### src/rtl/imagem_pkg.sv
// imagem_pkg: shared scan state encoding, default RAM depth and address wrap helper.
package imagem_pkg;
  localparam int MEM_WORDS_DEFAULT = 14848;
  typedef enum logic [1:0] {S_IDLE, S_RUN, S_DRAIN} scan_state_t;
  function automatic logic [13:0] wrap_inc(input logic [13:0] a, input int words);
    return (int'(a) == words - 1) ? 14'd0 : a + 14'd1;
  endfunction
endpackage

### src/rtl/imagem_pix_fifo.sv
// imagem_pix_fifo: synchronous pixel FIFO with occupancy count; push on full is accepted when a pop frees a slot.
module imagem_pix_fifo #(
  parameter int DEPTH = 4,
  parameter int W = 32,
  localparam int AW = $clog2(DEPTH),
  localparam int CW = $clog2(DEPTH + 1)
) (
  input  logic          clk,
  input  logic          rst,
  input  logic          push,
  input  logic [W-1:0]  din,
  input  logic          pop,
  output logic [W-1:0]  dout,
  output logic          empty,
  output logic [CW-1:0] count
);
  logic [W-1:0] r_mem [DEPTH];
  logic [AW-1:0] r_wr, r_rd;
  logic [CW-1:0] r_count;
  logic w_pop, w_push;
  assign w_pop  = pop & (r_count != '0);
  assign w_push = push & ((r_count != CW'(DEPTH)) | w_pop);
  always_ff @(posedge clk or posedge rst)
    if (rst) begin
      r_wr    <= '0;
      r_rd    <= '0;
      r_count <= '0;
    end else begin
      if (w_push) r_wr <= r_wr + AW'(1);
      if (w_pop) r_rd <= r_rd + AW'(1);
      r_count <= r_count + CW'(w_push) - CW'(w_pop);
    end
  always_ff @(posedge clk)
    if (w_push) r_mem[r_wr] <= din;
  assign empty = r_count == '0;
  assign dout  = empty ? '0 : r_mem[r_rd];
  assign count = r_count;
endmodule

### src/rtl/imagem_ram_arbiter.sv
// imagem_ram_arbiter: round-robin sharing of a single-port image RAM between a CPU slave
// and a credit-limited scanner that streams words into a pixel FIFO.
module imagem_ram_arbiter import imagem_pkg::*; #(
  parameter int MEM_WORDS  = MEM_WORDS_DEFAULT,
  parameter int FIFO_DEPTH = 4
) (
  input  logic        clk,
  input  logic        reset,
  input  logic [13:0] cpu_address,
  input  logic        cpu_chipselect,
  input  logic        cpu_read,
  input  logic        cpu_write,
  input  logic [3:0]  cpu_byteenable,
  input  logic [31:0] cpu_writedata,
  output logic [31:0] cpu_readdata,
  output logic        cpu_readdatavalid,
  output logic        cpu_waitrequest,
  input  logic        scan_start,
  input  logic [13:0] scan_base,
  input  logic [13:0] scan_len,
  output logic        scan_busy,
  output logic        scan_done,
  output logic [31:0] pix_data,
  output logic        pix_valid,
  input  logic        pix_ready,
  output logic [13:0] ram_address,
  output logic        ram_chipselect,
  output logic        ram_write,
  output logic [3:0]  ram_byteenable,
  output logic [31:0] ram_writedata,
  input  logic [31:0] ram_readdata
);
  localparam int CW = $clog2(FIFO_DEPTH + 1);
  scan_state_t r_state;
  logic [13:0] r_addr, r_len, r_issued;
  logic r_last_cpu, r_scan_pend, r_cpu_pend, r_cpu_oor, r_done;
  logic [CW-1:0] w_count;
  logic w_empty, w_cpu_req, w_in_range, w_scan_req, w_gnt_cpu, w_gnt_scan;
  assign w_cpu_req  = cpu_chipselect & (cpu_read | cpu_write);
  assign w_in_range = int'(cpu_address) < MEM_WORDS;
  // Credit counts the word still on the RAM bus so the FIFO can never overflow.
  assign w_scan_req = (r_state == S_RUN) && (r_issued < r_len) &&
                      (int'(w_count) + int'(r_scan_pend) < FIFO_DEPTH);
  assign w_gnt_cpu  = !reset && w_cpu_req && (!w_scan_req || !r_last_cpu);
  assign w_gnt_scan = !reset && w_scan_req && !w_gnt_cpu;
  assign cpu_waitrequest   = w_cpu_req & !w_gnt_cpu;
  assign ram_chipselect    = (w_gnt_cpu & w_in_range) | w_gnt_scan;
  assign ram_write         = w_gnt_cpu & w_in_range & cpu_write;
  assign ram_address       = w_gnt_cpu ? cpu_address : w_gnt_scan ? r_addr : '0;
  assign ram_byteenable    = w_gnt_cpu ? cpu_byteenable : 4'hF;
  assign ram_writedata     = cpu_writedata;
  assign cpu_readdatavalid = r_cpu_pend;
  assign cpu_readdata      = (r_cpu_pend && !r_cpu_oor) ? ram_readdata : '0;
  assign scan_busy         = r_state != S_IDLE;
  assign scan_done         = r_done;
  always_ff @(posedge clk or posedge reset)
    if (reset) begin
      r_state     <= S_IDLE;
      r_addr      <= '0;
      r_len       <= '0;
      r_issued    <= '0;
      r_last_cpu  <= 1'b0;
      r_scan_pend <= 1'b0;
      r_cpu_pend  <= 1'b0;
      r_cpu_oor   <= 1'b0;
      r_done      <= 1'b0;
    end else begin
      r_done      <= 1'b0;
      r_scan_pend <= w_gnt_scan;
      r_cpu_pend  <= w_gnt_cpu & !cpu_write;
      r_cpu_oor   <= !w_in_range;
      if (w_gnt_cpu | w_gnt_scan) r_last_cpu <= w_gnt_cpu;
      if (w_gnt_scan) begin
        r_addr   <= wrap_inc(r_addr, MEM_WORDS);
        r_issued <= r_issued + 14'd1;
      end
      case (r_state)
        S_IDLE: if (scan_start) begin
          r_addr   <= scan_base;
          r_len    <= scan_len;
          r_issued <= '0;
          r_state  <= (scan_len != '0) ? S_RUN : S_IDLE;
          r_done   <= scan_len == '0;
        end
        S_RUN: if (w_gnt_scan && (r_issued + 14'd1 == r_len)) r_state <= S_DRAIN;
        // The last read's data lands in the FIFO on this edge.
        S_DRAIN: if (r_scan_pend) begin
          r_state <= S_IDLE;
          r_done  <= 1'b1;
        end
        default: r_state <= S_IDLE;
      endcase
    end
  imagem_pix_fifo #(.DEPTH(FIFO_DEPTH), .W(32)) u_fifo (
    .clk(clk), .rst(reset), .push(r_scan_pend), .din(ram_readdata),
    .pop(pix_ready), .dout(pix_data), .empty(w_empty), .count(w_count)
  );
  assign pix_valid = !w_empty;
endmodule

### config.mk
export PLATFORM = sky130hd
export DESIGN_NAME = imagem_ram_arbiter
export DESIGN_NICKNAME = d
export VERILOG_FILES = /design/src/rtl/imagem_pkg.sv /design/src/rtl/imagem_pix_fifo.sv /design/src/rtl/imagem_ram_arbiter.sv
export SDC_FILE = /design/constraint.sdc
export NUM_CORES = 1
export LEC_CHECK = 0
export CELL_PAD_IN_SITES_DETAIL_PLACEMENT = 1
export CELL_PAD_IN_SITES_GLOBAL_PLACEMENT = 1
export CORE_ASPECT_RATIO = 0.6
export CORE_UTILIZATION = 39
export CTS_CLUSTER_SIZE = 30
export DETAILED_ROUTE_END_ITERATION = 8
export MAX_ROUTING_LAYER = met4
export PLACE_DENSITY_LB_ADDON = 0.2
export REMOVE_ABC_BUFFERS = 1
export SLEW_MARGIN = 10
export SYNTH_ARGS = -nofsm -noshare
export SYNTH_HDL_FRONTEND = slang
export SYNTH_HIERARCHICAL = 1
export SYNTH_SLANG_ARGS = --single-unit
export TNS_END_PERCENT = 5
### constraint.sdc
create_clock -name clk -period 5.6 [get_ports clk]
set_clock_uncertainty 0.05 [all_clocks]
set_input_delay 1.12 -clock clk [delete_from_list [all_inputs] [get_ports clk]]
set_output_delay 1.12 -clock clk [all_outputs]
set_load 0.02 [all_outputs]
==> results.toml, run 1 <==
[synth]
synth-edff-count = 128
yosys.cell_types.count = 58
synthCells = 697
ys_ff_latch = 184
yosysTopAreaCell = "edfxtp_1"
ys_async_sr_fraction_pct = 30.4
synth_area_um2 = 9000
yosys.area.top_type_share_pct = 42.7
synth_top_flop_cell = "edfxtp_1"
yosys-top-cells-area = "edfxtp_1 (43%), dfrtp_1 (16%), mux4_2 (8.0%)"
yosys_warnings = 6
yosysSeqAreaShare_pct = 58.3
avgSynthCellArea_um2 = 12.9

[clock_network]
postCtsSetupBuffers = 0
cts_num_sinks = 184
cts_tree = "built"
numCtsBuffers = 17
cts.clk_slew.worst_paths_ns = 0.07
clkLatencyLatePin_ns = 0.44
clockRootBuffer = "clkbuf_16"
htreeDepth = 4
hold_buffers = 0
ctsLongestPathBuffers = 2
post_cts_resized = 0

[min_path]
hp-class = "flop to flop"

[finish]
drive_gt1_share_pct = 10.3
post-route-util_pct = 50.7
syn_to_final_growth_pct = 25.7
num_antenna_cells = 0
nets = 966
fillCellCount = 2297

[critical_path]
rr_endpoint = "u_fifo/count[2]"
cpMaxStageDelayCell = "clkdlybuf4s50_1"
crit_end = "ram_address[9]"
rr_worst_depth = 9
crit_type = "input port to primary output"
cp_max_fo = 24
rrSetupSlack_ns = 2.44
path_cells = "clkdlybuf4s50_1 > o21ai_1 > o21ai_0 > a211oi_4 > nand2_2 > inv_2 > a22o_1 > clkdlybuf4s50_1"
worst-path-stages = 8
cp_common_cell = "clkdlybuf4s50_1"
critPathArrivalTime_ns = 3.87
cp.required_ns = 4.43
crit_path_start = "cpu_write"
r2r-start = "u_fifo/count[1]"
endpoint_kind = "primary output"
crit_family = "buffers and inverters"
startpoint_type = "input port"
max_stage_delay_ns = 0.60
cp.buffers_inverters = 3

[routing]
routed_wl_um = 24300
first_iter_violations = 277
drt_pass1_iterations = 5
vias = 6083
via_per_inst = 5.31
wl_per_cell_um = 21.2
final_antenna_net_count = 0
route.detailed.drc = 0

[power_and_ir_drop]
internal_power_uw = 3270
peakVddDrop_uv = 203
power_frac_comb_pct = 38.2
seqPwrFrac_pct = 39.2
switching_share_pct = 35.3
power_density_nw_per_um2 = 447
p_leak_uw = 0.00407
switching_power_uw = 1790
pwr-share-clk_pct = 22.7

[placement]
gp_congestion = 0.895
port_buffers = 173
dp_hpwl_um = 16900

[sta]
max_freq_mhz = 198
max-slew-margin-rel_pct = 20.4
fin_setup_tns_ns = 0
finalSetupViolations = 0
fin_crit_ns = 5.04
worst_pin_slew_ns = 1.19
min_period_over_period_pct = 90.0
hold_viol = 0
rsz0062_at_grt = "false"
slew_viol_final = 0

[global_routing]
grt_max_degree = 57
antenna_found_initial = 0
grt_pass1_vias = 6529
grtUsageTotal_pct = 22.2
grt_first_pass_wirelength_um = 37900
globalRoute.totalOverflow = 0

[die]
num_rows = 42
die-area_um2 = 23700
start_util_pct = 40.3
dieWidth_um = 198
die_y_um = 120
core_um2 = 22300
ios = 238

[status]
status = "finished, final reports clean"

[flow_run]
cap_violations = 0
layout make-up:
class	instances	area [µm²]	area share, %
tap	308	385	3.41
timing repair buffer	179	1780	15.7
sequential	184	5250	46.4
multi-input combinational	413	3240	28.6
inverter	31	116	1.03
clock inverter	12	121	1.07
clock buffer	18	429	3.79
worst reg2reg max path: stages (launching register included):
cell     delay, ns
dfrtp_1       0.48
nor3_4        0.98
nor2b_1       0.20
ha_1          0.35
inv_1         0.06
ha_1          0.13
inv_1         0.05
fa_1          0.38
xnor2_1       0.25
xnor2_1       0.17
cells in the mapped netlist (all sizes together), types with 2 or more instances:
| cell type | count |
|---|---|
| and4 | 4 |
| and3 | 9 |
| o31ai | 2 |
| nor3 | 4 |
| and2 | 38 |
| edfxtp | 128 |
| a21oi | 17 |
| ha | 22 |
| nand2b | 4 |
| inv | 31 |
| clkbuf | 20 |
| or3 | 5 |
| a22o | 13 |
| buf | 49 |
| o211ai | 3 |
| nand4 | 12 |
| o21ai | 28 |
| nor2b | 37 |
| a31o | 2 |
| a41oi | 3 |
| nand3 | 18 |
| mux4 | 32 |
| nor2 | 42 |
| nor4 | 6 |
| xor2 | 22 |
| nand2 | 41 |
| a211oi | 4 |
| xnor2 | 15 |
| nand3b | 5 |
| a31oi | 6 |
| nor3b | 2 |
| dfrtp | 56 |
per-stage QoR:
stage          instance area (µm²)  hold slack (ns)  std cells  setup WS, ns  total power (µW)
2_1_floorplan                 8570            0.402        628         0.440              3060
3_3_place_gp                 10800            0.428       1115         0.664              3870
3_5_place_dp                 10800            0.444       1115         0.566              3940
4_1_cts                      11300            0.465       1145         0.557              5130
5_1_grt                      11300            0.512       1145         0.318              5330
6_report                     11300            0.460       1145         0.561              5060
layer usage:
layer	vias to the layer above	global-route usage, %	wire, µm
met5	-	-	0
met4	0	5.62	182
met3	13	5.42	1320
met2	181	32.2	10900
met1	3131	31.3	11800
li1	2758	-	-
sequential cells by signal, indices dropped and copies added (netlist names):
signal / count
u_fifo/r_rd: 2
u_fifo/r_mem: 128
r_last_cpu: 1
r_state: 2
u_fifo/count: 3
r_cpu_oor: 1
u_fifo/r_wr: 2
r_addr: 14
r_issued: 14
scan_done: 1
cpu_readdatavalid: 1
r_scan_pend: 1
r_len: 14
worst min path at each step:
stage | from | to | slack [ns] | cells after the start
after global placement | r_len[0] | r_len[0] | 0.43 | 2
after global routing | r_state[0] | scan_done | 0.51 | 1
after CTS | r_len[0] | r_len[0] | 0.47 | 2
after detailed placement | r_len[0] | r_len[0] | 0.44 | 2
after floorplan | r_state[0] | scan_done | 0.40 | 1
final | r_len[0] | r_len[0] | 0.46 | 2
kinds of logic (layout without fill, tap and decap cells):
group                    after synthesis  count (layout)  share of synthesized area (%)
AND/OR/NAND/NOR                      232             232                           14.1
flip-flops                           184             184                           58.3
buffers and inverters                100             240                           6.01
AO/OA/AOI/OAI                         87              87                           6.47
XOR/XNOR                              37              37                           3.60
multiplexers                          34              34                           8.29
adder cells (fa/ha/maj)               23              23                           3.28
power groups by stage:
stage                     Clock [µW]  Sequential (µW)  Combinational, µW
after global placement             0             1990               1880
after global routing            1230             2020               2080
after detailed placement           0             2010               1930
final                           1150             1980               1930
after floorplan                    0             1930               1130
after CTS                       1180             1990               1960
layout by cell type (no fill, tap or decap), types with 4 or more instances in the layout:
cell	n
clkdlybuf4s50_1	173
edfxtp_1	128
dfrtp_1	54
nor2_1	42
nand2_1	40
nor2b_1	36
and2_1	34
mux4_2	32
inv_1	28
o21ai_0	27
xor2_1	22
ha_1	22
nand3_1	17
a21oi_1	17
clkbuf_16	17
xnor2_1	15
a22o_1	13
nand4_1	12
and3_1	8
a31oi_1	6
nor4_1	6
buf_4	6
or3_1	5
nand3b_1	5
and4_1	4
nand2b_1	4
clkinvlp_4	4
and2_2	4
No activity file was read; power rests on OpenSTA's default activity.
==> inputs of run 2 (changes only) <==
- SLEW_MARGIN: 10 -> not set
==> run 2 against run 1 <==
  * Hold slack about the same
  * Total power about the same
  * Clock power about the same
  * Register-to-register slack about the same
  * Combinational power hardly changed
  * Setup slack hardly changed
  * Cell area hardly changed
  * Sequential power about the same
  * First-iteration DRC count stayed put
  * Cell count did not move
  * Critical endpoint unchanged
  * Largest cell class unchanged
  * Highest routed layer unchanged
==> results.toml, run 2 (same netlist as run 1, synthesis figures left out) <==
[min_path]
min_path_cells = 2
hp-class = "flop to flop"

[placement]
port_buffers = 173
placed_cell_area_um2 = 10800
dp_hpwl_um = 16900
gp_congestion = 0.895

[sta]
finalSetupViolations = 0
fin_hold_ws_ns = 0.460
worst_pin_slew_ns = 1.20
max_freq_mhz = 198
hold_viol = 0
max-slew-margin-rel_pct = 19.9
fin_crit_ns = 5.04
slew_viol_final = 0
fin_setup_tns_ns = 0
rsz0062_at_grt = "false"
min_period_over_period_pct = 90.0

[global_routing]
grtUsageTotal_pct = 22.2
grt_pass1_vias = 6529
globalRoute.totalOverflow = 0
grt_max_degree = 57
grt_first_pass_wirelength_um = 37900
antenna_found_initial = 0

[finish]
num_antenna_cells = 0
design_area_um2 = 11300
final_common_cell = "clkdlybuf4s50_1"
most-common-layout-cells = "clkdlybuf4s50_1 (173), edfxtp_1 (128), dfrtp_1 (54)"
seq_area_um2 = 5250
fillCellCount = 2298
drive_gt1_share_pct = 10.3
multi_input_area_um2 = 3230
largest_register_ffs = 128
post-route-util_pct = 50.6
nets = 966
syn_to_final_growth_pct = 25.7
largest_register = "u_fifo/r_mem"

[power_and_ir_drop]
p_leak_uw = 0.00407
peakVddDrop_uv = 204
power_density_nw_per_um2 = 448

[die]
die_y_um = 120
core_um2 = 22300
die-area_um2 = 23700
start_util_pct = 40.3
num_rows = 42
dieWidth_um = 198
ios = 238

[routing]
route.detailed.drc = 0
drt_pass1_iterations = 5
wl_per_cell_um = 21.2
routed_wl_um = 24300
final_antenna_net_count = 0
via_per_inst = 5.31
first_iter_violations = 277
vias = 6077

[critical_path]
critPathArrivalTime_ns = 3.87
cp.required_ns = 4.43
crit_type = "input port to primary output"
rr_worst_depth = 9
endpoint_kind = "primary output"
startpoint_type = "input port"
cp_max_fo = 24

[clock_network]
cts_num_sinks = 184
htreeDepth = 4
clkLatencyLatePin_ns = 0.44
numCtsBuffers = 17
ctsLongestPathBuffers = 2
post_cts_resized = 0
clockRootBuffer = "clkbuf_16"
postCtsSetupBuffers = 0
hold_buffers = 0
cts_tree = "built"
cts.clk_slew.worst_paths_ns = 0.07

[status]
status = "finished, final reports clean"

[flow_run]
cap_violations = 0
## run 2: cell types whose count changed in the layout (fill, tap and decap cells not counted)
cell,delta
nor2b_4,-1
nor2b_2,+1
## run 2: cell type report
class | count | area share, %
Clock buffer | 18 | 3.79
Clock inverter | 12 | 1.07
Inverter | 31 | 1.03
Multi-Input combinational cell | 413 | 28.6
Sequential cell | 184 | 46.4
Tap cell | 308 | 3.41
Timing Repair Buffer | 179 | 15.7
## run 2: path summary, 6_finish.rpt
path                                   endpoint            start  slack [ns]
worst min register to register         r_len[0]         r_len[0]        0.46
worst max-delay path             ram_address[9]        cpu_write        0.56
min in group asynchronous       u_fifo/count[0]            reset        1.03
worst max register to register  u_fifo/count[2]  u_fifo/count[1]        2.44
worst min-delay path                   r_len[0]         r_len[0]        0.46
max in group asynchronous          r_issued[11]            reset        3.77
## run 2: worst max-delay path, cell delays in order
cell             delay [ns]
clkdlybuf4s50_1        0.44
o21ai_1                0.31
o21ai_0                0.20
a211oi_4               0.27
nand2_2                0.24
inv_2                  0.44
a22o_1                 0.24
clkdlybuf4s50_1        0.60
## run 2: power breakdown
group	total, µW	switching [µW]	internal (µW)
clock network	1150	532	616
registers	1980	279	1700
logic	1930	979	953
total	5060	1790	3270
## run 2: through the flow
step,setup slack (ns),std cells,total power (µW)
2_1_floorplan,0.440,628,3060
3_5_place_dp,0.566,1115,3940
5_1_grt,0.318,1145,5330
4_1_cts,0.557,1145,5130
3_3_place_gp,0.664,1115,3870
6_report,0.561,1145,5060
## run 2: per-layer routing
metal / track usage, % / wire length [µm] / up-vias
met5: - / 0 / -
met4: 5.62 / 182 / 0
met3: 5.42 / 1330 / 13
met2: 32.2 / 10900 / 181
met1: 31.3 / 11800 / 3125
li1: - / - / 2758
==> inputs of run 3 (changes only) <==
- HOLD_SLACK_MARGIN: not set -> 0.15
- SLEW_MARGIN: not set -> 20
==> run 3 against run 2 <==
  * Non-clock buffer count up 1
  * Die area unchanged
  * Hold slack better by 0.0023 ns
  * Combinational power about the same
  * Cell count up 0.17%
  * Sequential power about the same
  * Flip-flop and latch count unchanged
  * Global-route usage down 0.27 points
  * Total power down 1.1%
  * Maximum frequency down 0.59%
  * Critical path type unchanged
  * Largest power group unchanged
==> results.toml, run 3 (same netlist as run 1, synthesis figures left out) <==
[status]
status = "finished, final reports clean"

[global_routing]
grt_first_pass_wirelength_um = 37600
globalRoute.totalOverflow = 0
grtUsageMet3_pct = 6.04
grt_use_met2_pct = 31.5
antenna_found_initial = 0
use_met1_pct = 31.4
grt-busiest-layer = "met2"
grt_pass1_vias = 6469
grtUsageTotal_pct = 21.9
grt_max_degree = 57

[clock_network]
cts_tree = "built"
htreeDepth = 4
hold_buffers = 0
clkLatencyLatePin_ns = 0.43
cts_num_sinks = 184
post_cts_resized = 0
numCtsBuffers = 17
clockRootBuffer = "clkbuf_16"
cts.clk_slew.worst_paths_ns = 0.07
ctsLongestPathBuffers = 2
postCtsSetupBuffers = 0

[placement]
dp.cells = 1116
port_buffers = 173
gp_congestion = 0.895
dp_hpwl_um = 16800

[critical_path]
rr_endpoint = "r_state[0]"
rr_worst_depth = 8
critPathArrivalTime_ns = 3.90
rrSetupSlack_ns = 2.54
crit_end = "ram_address[9]"
cp.required_ns = 4.43
endpoint_kind = "primary output"
cp_max_fo = 24
r2r-start = "r_issued[2]"
crit_path_start = "cpu_write"
crit_type = "input port to primary output"
startpoint_type = "input port"

[power_and_ir_drop]
peakVddDrop_uv = 194
p_leak_uw = 0.00407
power_density_nw_per_um2 = 443
power_uw = 5010

[finish]
drive_gt1_share_pct = 10.5
final_common_cell = "clkdlybuf4s50_1"
fillCellCount = 2256
syn_to_final_growth_pct = 25.7
largest_register_ffs = 128
multi_input_area_um2 = 3240
largest_register = "u_fifo/r_mem"
nets = 967
stdcell_count = 1147
most-common-layout-cells = "clkdlybuf4s50_1 (173), edfxtp_1 (128), dfrtp_1 (54)"
num_antenna_cells = 0
seq_area_um2 = 5250

[routing]
final_antenna_net_count = 0
route.detailed.drc = 0
vias = 6037
via_per_inst = 5.26
first_iter_violations = 330
wl_per_cell_um = 20.9
routed_wl_um = 24000
drt_pass1_iterations = 4

[sta]
fin_setup_tns_ns = 0
max-slew-margin-rel_pct = 35.5
fin_hold_ws_ns = 0.463
worst_pin_slew_ns = 0.967
slew_viol_final = 0
fin_crit_ns = 5.07
rsz0062_at_grt = "false"
min_period_over_period_pct = 90.5
hold_viol = 0
finalSetupViolations = 0
max_freq_mhz = 197

[die]
die_y_um = 120
dieWidth_um = 198
num_rows = 42
core_um2 = 22300
die-area_um2 = 23700
ios = 238
start_util_pct = 40.3

[flow_run]
cap_violations = 0

[min_path]
hp-class = "flop to flop"
## run 3: critical path: stages
cell and delay (ns):
clkdlybuf4s50_1 0.44, o21ai_1 0.32, o21ai_0 0.21, a211oi_4 0.27, nand2_2 0.24, inv_2 0.44
a22o_1 0.24, clkdlybuf4s50_1 0.60
## run 3: how the worst min path moves through the flow
stage               startpoint  depth (start not counted)  slack (ns)   endpoint
floorplan           r_state[0]                          1        0.40  scan_done
global placement      r_len[0]                          2        0.43   r_len[0]
detailed placement    r_len[0]                          2        0.45   r_len[0]
CTS                   r_len[0]                          2        0.47   r_len[0]
global route          r_len[0]                          2        0.50   r_len[0]
finish                r_len[0]                          2        0.46   r_len[0]
## run 3: metrics by stage
step | setup WS [ns] | instance area [µm²] | utilization [%]
finish | 0.531 | 11300 | 50.6
global route | 0.312 | 11300 | 50.6
CTS | 0.549 | 11300 | 50.6
detailed placement | 0.565 | 10800 | 48.2
global placement | 0.664 | 10800 | 48.2
floorplan | 0.440 | 8570 | -
## run 3: layout make-up
cell class	count	area share [%]
clock buffers	18	3.80
clock inverters	13	0.885
inverters	31	1.03
multi-input cells	413	28.6
flip-flops and latches	184	46.4
well taps	308	3.41
repair buffers	180	15.8
## run 3: per-layer routing
layer	share of wire [%]	routed length, µm
met1	49	11700
met2	45	10800
met3	5.7	1360
met4	0.45	108
met5	0	0
## run 3: power by group
part | switching, µW | internal [µW]
sequential | 278 | 1700
clock | 529 | 571
combinational | 970 | 959
total | 1780 | 3230
